$ cat src/rtl/mcp47feb_dac_seq.sv
// MCP47FEB multi-channel DAC write sequencer driving i2c_master's cmd/data streams.
// Build macro DAC_AUTO_REFRESH_EN adds a periodic rewrite of every channel.
module mcp47feb_dac_seq #(
  parameter int         NUM_CH         = 2,
  parameter int         DATA_W         = 12,
  parameter logic [6:0] DEV_ADDR       = 7'h60,
  parameter int         STARTUP_CYCLES = 100000,
  parameter int         MAX_RETRY      = 3,
  parameter int         REFRESH_CYCLES = 10000000
) (
  input  logic                     clk100,
  input  logic                     rst_p,
  input  logic                     upd_req,
  input  logic [NUM_CH-1:0]        upd_mask,
  input  logic [NUM_CH*DATA_W-1:0] ch_value,
  output logic                     ready,
  output logic                     upd_done,
  output logic [NUM_CH-1:0]        err_mask,
  output logic [6:0]               cmd_address,
  output logic                     cmd_start,
  output logic                     cmd_write_multiple,
  output logic                     cmd_stop,
  output logic                     cmd_valid,
  input  logic                     cmd_ready,
  output logic [7:0]               data_in,
  output logic                     data_in_valid,
  output logic                     data_in_last,
  input  logic                     data_in_ready,
  input  logic                     i2c_busy,
  input  logic                     missed_ack
);

  localparam int CHW = (NUM_CH > 1) ? $clog2(NUM_CH) : 1;
  localparam int RW  = (MAX_RETRY > 0) ? $clog2(MAX_RETRY + 1) : 1;

  if (NUM_CH < 1 || NUM_CH > 8 || DATA_W < 8 || DATA_W > 16 || REFRESH_CYCLES < 1)
    $error("mcp47feb_dac_seq: parameter out of range");

  typedef enum logic [2:0] {
    ST_STARTUP, ST_IDLE, ST_CMD, ST_B0, ST_B1, ST_B2, ST_WAIT, ST_NEXT
  } state_t;

  state_t            state, state_nxt;
  logic [31:0]       startup_cnt;
  logic [NUM_CH-1:0] pending, pending_nxt, req_bits, err_set, err_clr;
  logic [CHW-1:0]    ch, sel;
  logic [RW-1:0]     retries;
  logic              nack, nack_eff, busy_seen, wait_done, retry_left;
  logic [15:0]       word;
  logic [4:0]        ch5;

  function automatic logic [RW-1:0] sat_inc(input logic [RW-1:0] v);
    return (v == {RW{1'b1}}) ? v : v + RW'(1);
  endfunction

`ifdef DAC_AUTO_REFRESH_EN
  logic [31:0] refresh_cnt;
  logic        refresh;

  always_ff @(posedge clk100 or posedge rst_p) begin
    if (rst_p)        refresh_cnt <= '0;
    else if (refresh) refresh_cnt <= '0;
    else              refresh_cnt <= refresh_cnt + 32'd1;
  end

  assign refresh  = (refresh_cnt >= 32'(REFRESH_CYCLES - 1));
  assign req_bits = (upd_req ? upd_mask : '0) | (refresh ? {NUM_CH{1'b1}} : '0);
`else
  assign req_bits = upd_req ? upd_mask : '0;
`endif

  assign err_clr    = upd_req ? upd_mask : '0;
  assign nack_eff   = nack | missed_ack;
  assign wait_done  = busy_seen && !i2c_busy;
  assign retry_left = (32'(retries) < 32'(MAX_RETRY));
  assign ch5        = 5'(ch);

  // Lowest pending channel wins.
  always_comb begin
    sel = '0;
    for (int i = NUM_CH - 1; i >= 0; i--)
      if (pending[i]) sel = CHW'(i);
  end

  // A request landing in NEXT re-sets the bit being cleared.
  always_comb begin
    pending_nxt = pending;
    if (state == ST_NEXT) pending_nxt[ch] = 1'b0;
    pending_nxt = pending_nxt | req_bits;
  end

  always_comb begin
    err_set = '0;
    if (state == ST_WAIT && wait_done && nack_eff && !retry_left) err_set[ch] = 1'b1;
  end

  always_ff @(posedge clk100 or posedge rst_p) begin
    if (rst_p) begin
      state       <= ST_STARTUP;
      startup_cnt <= '0;
      pending     <= '0;
      ch          <= '0;
      retries     <= '0;
      nack        <= 1'b0;
      busy_seen   <= 1'b0;
      err_mask    <= '0;
      upd_done    <= 1'b0;
    end else begin
      state    <= state_nxt;
      pending  <= pending_nxt;
      err_mask <= (err_mask & ~err_clr) | err_set;
      upd_done <= (state == ST_NEXT) && (pending_nxt == '0);
      if (state == ST_STARTUP && startup_cnt < 32'(STARTUP_CYCLES))
        startup_cnt <= startup_cnt + 32'd1;
      if (state == ST_IDLE && |pending) begin
        ch      <= sel;
        retries <= '0;
      end
      if (state == ST_WAIT && wait_done && nack_eff && retry_left)
        retries <= sat_inc(retries);
      // Ack/busy history covers one attempt, from command acceptance through WAIT.
      if (state_nxt == ST_CMD) begin
        nack      <= 1'b0;
        busy_seen <= 1'b0;
      end else if (state inside {ST_CMD, ST_B0, ST_B1, ST_B2, ST_WAIT}) begin
        nack      <= nack | missed_ack;
        busy_seen <= busy_seen | i2c_busy;
      end
    end
  end

  always_ff @(posedge clk100) begin
    if (state == ST_IDLE && |pending)
      word <= 16'(ch_value[sel*DATA_W +: DATA_W]);
  end

  always_comb begin
    state_nxt = state;
    case (state)
      ST_STARTUP: if (startup_cnt >= 32'(STARTUP_CYCLES)) state_nxt = ST_IDLE;
      ST_IDLE:    if (|pending) state_nxt = ST_CMD;
      ST_CMD:     if (cmd_ready) state_nxt = ST_B0;
      ST_B0:      if (data_in_ready) state_nxt = ST_B1;
      ST_B1:      if (data_in_ready) state_nxt = ST_B2;
      ST_B2:      if (data_in_ready) state_nxt = ST_WAIT;
      ST_WAIT:    if (wait_done) state_nxt = (nack_eff && retry_left) ? ST_CMD : ST_NEXT;
      ST_NEXT:    state_nxt = ST_IDLE;
      default:    state_nxt = ST_STARTUP;
    endcase
  end

  always_comb begin
    cmd_valid          = 1'b0;
    cmd_start          = 1'b0;
    cmd_write_multiple = 1'b0;
    cmd_stop           = 1'b0;
    cmd_address        = '0;
    data_in            = '0;
    data_in_valid      = 1'b0;
    data_in_last       = 1'b0;
    case (state)
      ST_CMD: begin
        cmd_valid          = 1'b1;
        cmd_start          = 1'b1;
        cmd_write_multiple = 1'b1;
        cmd_stop           = 1'b1;
        cmd_address        = DEV_ADDR;
      end
      ST_B0: begin
        data_in       = {ch5, 3'b000};
        data_in_valid = 1'b1;
      end
      ST_B1: begin
        data_in       = word[15:8];
        data_in_valid = 1'b1;
      end
      ST_B2: begin
        data_in       = word[7:0];
        data_in_valid = 1'b1;
        data_in_last  = 1'b1;
      end
      default: ;
    endcase
  end

  assign ready = (state != ST_STARTUP) && (pending == '0);

endmodule
$ cat config.mk
export PLATFORM = sky130hd
export DESIGN_NAME = mcp47feb_dac_seq
export DESIGN_NICKNAME = d
export VERILOG_FILES = /design/src/rtl/mcp47feb_dac_seq.sv
export SDC_FILE = /design/constraint.sdc
export NUM_CORES = 1
export LEC_CHECK = 0
export BUFFER_PORTS_ARGS = -buffer_cell sky130_fd_sc_hd__buf_4
export CAP_MARGIN = 15
export CELL_PAD_IN_SITES_DETAIL_PLACEMENT = 2
export CELL_PAD_IN_SITES_GLOBAL_PLACEMENT = 2
export CORE_ASPECT_RATIO = 0.9
export CORE_MARGIN = 5
export CORE_UTILIZATION = 34
export CTS_CLUSTER_DIAMETER = 30
export CTS_CLUSTER_SIZE = 40
export DETAILED_ROUTE_END_ITERATION = 8
export PLACE_DENSITY = 0.87
export REMOVE_ABC_BUFFERS = 1
export SYNTH_ARGS = -nofsm -noshare
export SYNTH_HDL_FRONTEND = slang
export SYNTH_SLANG_ARGS = --single-unit
$ cat constraint.sdc
create_clock -name clk100 -period 2.5 [get_ports clk100]
set_input_delay 0.125 -clock clk100 [delete_from_list [all_inputs] [get_ports clk100]]
set_output_delay 0.125 -clock clk100 [all_outputs]
set_load 0.01 [all_outputs]
After elaboration in Yosys (flattened, before gate mapping)
Cells that the tools add are included.
Word-level totals
  register bits after elaboration: 57
  input bits: 33
Cells by class
  $add $sub $neg: 2
  $mul: 1
  order comparisons: 5
  eq/ne operators: 10
  shift operators: 1
  mux-type cells: 28
  bitwise gates (word level): 8
  reduce and logical (&&, ||, !) cells: 23
Operators by type and width (number)
  adder 32 x 1 -> 32 bit, second input constant: 1
  >= comparator 32 x 17 -> 1 bit, second input constant: 1
  less-than comparator 32 x 17 -> 1 bit, second input constant: 1
  two-way mux 3 bit: 8
  one-hot mux 3 bit (8 select lines): 1
  one-hot mux 8 bit (3 select lines): 1
  indexed part select 24 x 6 -> 12 bit: 1
  == test 3 bit, second input constant: 4
  two-way mux 2 bit: 6
  logical AND 1 bit: 11
  two-way mux 1 bit: 10
  == test 3 x 2 -> 1 bit, second input constant: 3
  two-way mux 7 bit: 1
  nonzero test 5 bit: 1
  bitwise AND 2 bit: 2
  logical NOT 2 bit: 2
  inverter 2 bit: 2
  OR 2 bit: 2
  nonzero test 2 bit: 2
  == test 3 x 1 -> 1 bit, second input constant: 1
  logical NOT 3 bit: 1
  multiplier 1 x 2 -> 3 bit, second input constant: 1
  nonzero test 3 bit: 1
  OR reduction 3 bit: 1
  11 further kinds: 13

Depth between registers and ports, before layout
Gate-level depths: netlist (run 1).
  depth in word-level cells: 10
  gate-level depth with buffers: 6
  gate-level depth less buffers: 5

Least setup slack after synthesis (run 1)
OpenSTA, ideal clock, no wires.
  path type: register to register
  from: register startup_cnt[14]
  to: register startup_cnt[6]
  library setup time: 0.125 ns
  data arrival time: 1.674 ns
  data required time: 2.375 ns
  path slack: 0.701 ns
  cell stages (with the launch flop): 6
  clock period less this slack: 1.799 ns
  path through: dfrtp_1 -> nor4_1 -> o21ai_1 -> a311o_2 -> or3_4 -> xnor2_2
On the way
  cells in the longest elaborated chain, start to end: 2
Ends and longest elaborated chain
  from (decl): RTL line 44  | logic [31:0] startup_cnt;
  from (signal assigned): RTL line 114  | startup_cnt <= startup_cnt + 32'd1;
  less-than comparator 32 x 17 -> 1 bit: RTL line 113  | if (state == ST_STARTUP && startup_cnt < 32'(STARTUP_CYCLES))
  logical AND 1 bit: RTL line 113
No other way between the ends.
A chain may end at the register's enable or synchronous reset.

Final worst setup path (run 1)
  from: register state[1]
  to: register startup_cnt[6]
On the way
  cells in the longest elaborated chain, start to end: 2
Ends and longest elaborated chain
  from (decl): RTL line 43  | state_t state, state_nxt;
  from (signal assigned): RTL line 109  | state <= state_nxt;
  logical NOT 3 bit: RTL line 113
  logical AND 1 bit: RTL line 113
No other way between the ends.

==> flow_summary.toml, run 1 <==
[synth]
synth_top_area_share_pct = 42.2
async_flop_share_pct = 78.9
syn_inst = 242
synth-seq-cells = 57
synth_area_um2 = 2670
ys_types = 43
synth_largest_area_cell = "dfrtp_1"
synth_edf_count = 12
synth_area_leaders = "dfrtp_1 42%, edfxtp_1 14%, mux2_2 5.1%"
synth_commonest_cells = "45 x dfrtp_1, 19 x clkbuf_1, 18 x nand2_1, 14 x xnor2_1"
avgSynthCellArea_um2 = 11.0
synth_flop_cell = "dfrtp_1"
synth-seq-area-share_pct = 55.7
yosysWarnings = 0
yosysMostFrequentCell = "dfrtp_1"

[global_route]
gr-total-overflow = 0
grt_pass1_vias = 2163
grt.total_usage_pct = 15.7
grt_max_degree = 31
grt_pass1_wl_um = 11400
use_met3_pct = 3.86
use_met2_pct = 26.1
antenna_found_initial = 0
grt.busiest_layer = "met2"
met1_usage_pct = 19.1

[hold_path]
holdPathStages = 3
worstHoldStart = "upd_mask[0]"
hold_end = "pending[0]"
hold_class = "in2reg"

[route]
ant_nets = 0
routed-via-count = 1905
finalWirelength_um = 6960
viasPerCell = 4.96
drc = 0
drt-pass1-iter-count = 4
routedWlPerCell_um = 18.1
first_iter_violations = 48

[placement]
port_buffers = 52
dpl_worst_slack_ps = 489
globalplace.congestion = 0.727
hpwlAfterDp_um = 5020

[worst_setup_path]
crit_buf_inv = 0
cp.arrival_ps = 2250
r2r_end = "startup_cnt[6]"
path_max_fanout = 16
worstPathRequired_ps = 2730
cpPeakStageDelay_ps = 540
crit_start = "state[1]"
crit_chain = "nor3_1 > nand3_1 > a311o_2 > or3_4 > xnor2_2"
worstReg2RegStart = "state[1]"
critPathTopFamily = "simple AND/OR/NAND/NOR gates"
cp_slowest_cell = "dfrtp_1"
crit_type = "reg2reg"
endpoint_kind = "flip-flop"
r2r.worst_path.cells = 5
startpoint_type = "flip-flop"
reg2reg_slack_ps = 480

[power]
pwr-share-seq_pct = 47.9
p_int_uw = 1560
ir_drop_uv = 275
p_sw_uw = 418
combPwrFrac_pct = 3.8
p_leak_uw = 0.00149
power_density_nw_per_um2 = 601
netSwitchingFraction_pct = 21.1
pwr-share-clk_pct = 48.3

[timing]
relSlewSlack_pct = 53.3
fmax_mhz = 495
clock_skew_ps = 8.59
finalSetupTns_ps = 0
fin_crit_sh_pct = 80.9
grt_setup_unrepaired = "no"
finalMaxSlewViolations = 0
setup_viol = 0
fin_crit_ps = 2020
hold_viol = 0
tightest_slew_ps = 695
worst_slack_ps = 478

[die]
boundaryPins = 58
fp.dieW_um = 103
start_util_pct = 35.2
dieArea_um2 = 9720
die_h_um = 94.0
rows = 30
core_um2 = 7580

[clock_tree]
cts_root_buf = "clkbuf_8"
cts_tree = "done"
cts.sinks = 57
clock_path_buffers = 2
cts_made_buffers = 9
clk_pin_slew_worst_paths_ps = 60
clkLatencyLatePin_ps = 350
htreeDepth = 3

[cells_and_area]
layout-drive-gt1-share_pct = 31.6
area_growth_pct = 23.5
num-nets-final = 319
nFillCells = 812
num_antenna_cells = 0

[status]
status = "complete, no violations"

[job]
maxCapViolCount = 0
stage by stage:
stage	instances	util, %	total power [µW]	hold WS, ps	area [µm²]
after floorplan	215	-	993	269	2520
after global placement	367	40.4	1040	135	3060
after detailed placement	367	40.4	1040	140	3060
after CTS	384	43.5	2010	15.8	3300
after global routing	384	43.5	2070	51.2	3300
final	384	43.5	1980	22.0	3300
sequential cells by signal (all words and copies together) (netlist names):
name         count
state            3
upd_done         1
ch               1
retries          2
err_mask         2
nack             1
word            12
startup_cnt     32
busy_seen        1
pending          2
how the worst max path moves through the flow:
stage	cells past startpoint	endpoint
2_1_floorplan	5	startup_cnt[12]
3_3_place_gp	5	startup_cnt[6]
3_5_place_dp	5	startup_cnt[6]
4_1_cts	5	startup_cnt[6]
5_1_grt	5	startup_cnt[6]
6_report	5	startup_cnt[6]
cells in the final DEF (no fill, tap or decap), types with 2 or more instances in the layout:
| cell type | count |
|---|---|
| dfrtp_1 | 45 |
| mux2_2 | 12 |
| nand2b_1 | 3 |
| a31oi_1 | 2 |
| inv_1 | 6 |
| ha_1 | 3 |
| o311ai_0 | 2 |
| and3_1 | 5 |
| nor2_1 | 11 |
| mux2i_1 | 5 |
| clkbuf_8 | 11 |
| nand2_1 | 18 |
| a21oi_1 | 5 |
| edfxtp_1 | 12 |
| nand4_1 | 4 |
| and2_1 | 5 |
| nand3_1 | 9 |
| conb_1 | 5 |
| nor2b_1 | 6 |
| o21ai_0 | 10 |
| xnor2_1 | 14 |
| nor4_1 | 5 |
| buf_4 | 56 |
| o211ai_1 | 3 |
| nor3_1 | 8 |
| clkinv_2 | 2 |
cell families after synthesis:
group	Yosys count	synth area share, %
AND/OR/NAND/NOR	82	16.3
flip-flops	57	55.7
buffers and inverters	38	7.04
AO/OA/AOI/OAI	29	7.22
multiplexers	17	6.94
XOR/XNOR	15	5.21
adder cells (fa/ha/maj)	3	1.41
other	1	0.141
power by group through the flow:
stage / clock network, µW / registers, µW / logic [µW]
2_1_floorplan: 0 / 967 / 25.6
3_3_place_gp: 0 / 967 / 70.9
3_5_place_dp: 0 / 967 / 74.2
4_1_cts: 980 / 949 / 76.6
5_1_grt: 1030 / 948 / 83.2
6_report: 957 / 949 / 74.7
repair_timing:
item | 4_1_cts | 5_1_grt
gates resized for setup | 0 | 0
hold endpoints to repair | 15 | 0
hold buffers | 1 | 0
setup buffers | 0 | 0
cell type report:
type	count	area (µm²)	share of cell area, %
clock inverter	4	47.5	1.44
sequential	57	1490	45.1
multi-input combinational	151	1010	30.6
tap	96	120	3.64
inverter	7	26.3	0.797
clock buffer	12	176	5.35
timing repair buffer	57	430	13.1
per-layer routing:
metal	share of wire [%]	wire length [µm]	vias up
li1	-	-	903
met1	43	2980	959
met2	52	3650	30
met3	2.9	203	13
met4	1.9	131	0
met5	0	0	-
tightest hold or removal path: stages:
cell and delay [ps]:
buf_4 80, nand2_1 60, nand2_1 70
No activity file was read; power rests on OpenSTA's default activity.
==> run 2: changes to the inputs <==
- ABC_AREA: not set -> 1
- CORE_UTILIZATION: 34 -> 33
- PLACE_DENSITY: 0.87 -> 0.89
- clock period: 2.5 -> 1.9 ns (I/O delays scaled with it)
==> run 2 against run 1 <==
Clock power increased by 30%. Combinational power increased to 21 times the previous value. Clock skew increased by 1.2 ps. Sequential share of layout area decreased by 4.2 points. Synthesized cell count increased by 40%. Routed wire length increased by 30%.
==> flow_summary.toml, run 2 <==
[timing]
tightest_slew_ps = 583
finalSetupTns_ps = 0
relSlewSlack_pct = 61.0
setup_viol = 0
fmax_mhz = 553
fin_crit_ps = 1810
timing.hold.ws_ps = 14.6
fin_crit_sh_pct = 95.2
clock_skew_ps = 9.77
grt_setup_unrepaired = "no"
hold_viol = 0
finalMaxSlewViolations = 0

[route]
finalWirelength_um = 9030
drc = 0
routed-via-count = 2429
drt-pass1-iter-count = 5
first_iter_violations = 65
routedWlPerCell_um = 17.8
ant_nets = 0
viasPerCell = 4.80

[cells_and_area]
num_antenna_cells = 0
nFillCells = 984
design_area_um2 = 3640
top_register = "startup_cnt"
largest_reg_flops = 32
layout-drive-gt1-share_pct = 26.4
area_growth_pct = 23.7
final_cell_mix = "67 x nand2_1, 56 x buf_4, 44 x dfrtp_1, 42 x nor2_1, 39 x inv_1"
num-nets-final = 418
reg.largest.list = "startup_cnt: 32 flops, word: 12 flops, state: 3 flops"
final_util_pct = 42.1
layout_commonest_cell = "nand2_1"

[worst_setup_path]
crit_type = "reg2out"
path_max_fanout = 8
worstReg2RegStart = "state[2]"
reg2reg_slack_ps = 170
r2r_end = "word[11]"
critPathTopFamily = "simple AND/OR/NAND/NOR gates"
endpoint_kind = "output pin"
cp.arrival_ps = 1710
cpPeakStageDelay_ps = 480
r2r.worst_path.cells = 4
cp_slowest_cell = "dfrtp_1"
startpoint_type = "flip-flop"
crit_buf_inv = 1
worstPathRequired_ps = 1800
crit_chain = "nor2_1 > nand3_1 > o211ai_1 > buf_4"

[clock_tree]
clkLatencyLatePin_ps = 340
cts_made_buffers = 9
cts_root_buf = "clkbuf_8"
htreeDepth = 3
cts_tree = "done"
clk_pin_slew_worst_paths_ps = 70
clock_path_buffers = 2
post_cts_buffers = 0
cts.sinks = 57

[synth]
synth_commonest_cells = "67 x nand2_1, 45 x dfrtp_1, 43 x nor2_1, 41 x inv_1, 21 x nand3_1"
ys_types = 32
synth_top_area_share_pct = 38.3
async_flop_share_pct = 78.9
synth-seq-area-share_pct = 50.6
avgSynthCellArea_um2 = 8.70
synth_flop_cell = "dfrtp_1"
synth_area_leaders = "dfrtp_1 38%, edfxtp_1 12%, nand2_1 8.6%"
synth_largest_area_cell = "dfrtp_1"
synth_area_um2 = 2940
synth-seq-cells = 57
yosysMostFrequentCell = "nand2_1"
syn_inst = 338
synth_edf_count = 12
yosysWarnings = 0

[power]
ir_drop_uv = 585
p_leak_uw = 0.00175
power_density_nw_per_um2 = 1250

[hold_path]
hold_end = "pending[1]"
hold_class = "in2reg"
holdPathStages = 3
worstHoldStart = "upd_req"

[global_route]
grt_pass1_vias = 2820
gr-total-overflow = 0
grt_pass1_wl_um = 14400
grt_max_degree = 30
antenna_found_initial = 0
grt.total_usage_pct = 17.5

[die]
start_util_pct = 34.0
fp.dieW_um = 110
boundaryPins = 58
rows = 32
die_h_um = 99.6
core_um2 = 8650
dieArea_um2 = 10900

[status]
status = "complete, no violations"

[placement]
placed_area_um2 = 3360
globalplace.congestion = 0.811
hpwlAfterDp_um = 6370
port_buffers = 52

[job]
maxCapViolCount = 0
run 2: changes by cell type in the layout (fill, tap and decap cells not counted), sizes merged, moves of 10 or more:
cell	change
o21ai	+10
nor2	+33
xnor2	-12
nand2	+51
inv	+34
nand3	+13
run 2: kinds of logic after synthesis:
family	count (synthesis)	share of synthesized area [%]
DFF	57	50.6
adders and majority gates	3	1.28
buffers and inverters	72	11.4
other	1	0.128
AOI/OAI and AO/OA	31	6.51
and+or+nand+nor	153	22.8
xor gates and xnor gates	9	2.68
muxes	12	4.60
run 2: report_power, final:
group          internal [µW]  leakage [µW]  switching (µW)  total (µW)
logic                    606      0.000925             982        1590
registers               1500      0.000710             214        1720
clock network            720      0.000111             524        1240
total                   2830       0.00175            1720        4550
run 2: layout make-up:
| type | count | area, µm² | area share, % |
|---|---|---|---|
| Sequential cell | 57 | 1490 | 40.9 |
| Multi-Input combinational cell | 213 | 1140 | 31.5 |
| Timing Repair Buffer | 60 | 488 | 13.4 |
| Clock buffer | 12 | 166 | 4.57 |
| Inverter | 41 | 154 | 4.23 |
| Tap cell | 119 | 149 | 4.09 |
| Clock inverter | 4 | 48.8 | 1.34 |
run 2: per-stage QoR:
step                setup slack, ps  total power (µW)  std cells
floorplan                       103              2570        311
finish                         91.0              4550        506
global placement                252              3120        487
detailed placement              129              3270        487
CTS                            44.0              4550        505
global route                   13.3              4790        506
run 2: what timing repair did:
item / 4_1_cts / 5_1_grt
gates resized for setup: 1 / 4
setup endpoints to repair: 2 / 6
hold endpoints to repair: 25 / 0
hold buffers: 2 / 0
run 2: how the worst max path moves through the flow:
stage,startpoint,end,slack [ps],depth (start not counted)
global placement,state[2],word[11],250,4
detailed placement,state[2],nack,130,6
finish,state[0],data_in[3],90,4
global route,state[2],busy_seen,10,6
CTS,state[1],data_in[3],40,6
floorplan,state[2],busy_seen,100,6
run 2: routing by layer:
| metal | vias up | global-route usage (%) | wire length (µm) | part of all wire (%) |
|---|---|---|---|---|
| met5 | - | 0 | 0 | 0 |
| met1 | 1218 | 21.2 | 3920 | 43 |
| met3 | 17 | 3.37 | 218 | 2.4 |
| met4 | 0 | 6.33 | 161 | 1.8 |
| li1 | 1145 | - | - | - |
| met2 | 49 | 30.5 | 4730 | 52 |
run 2: worst reg2reg max path, stage by stage (launching register included):
cell,delay (ps)
dfrtp_2,490
inv_1,190
nand3_1,170
nor2_1,330
buf_4,260
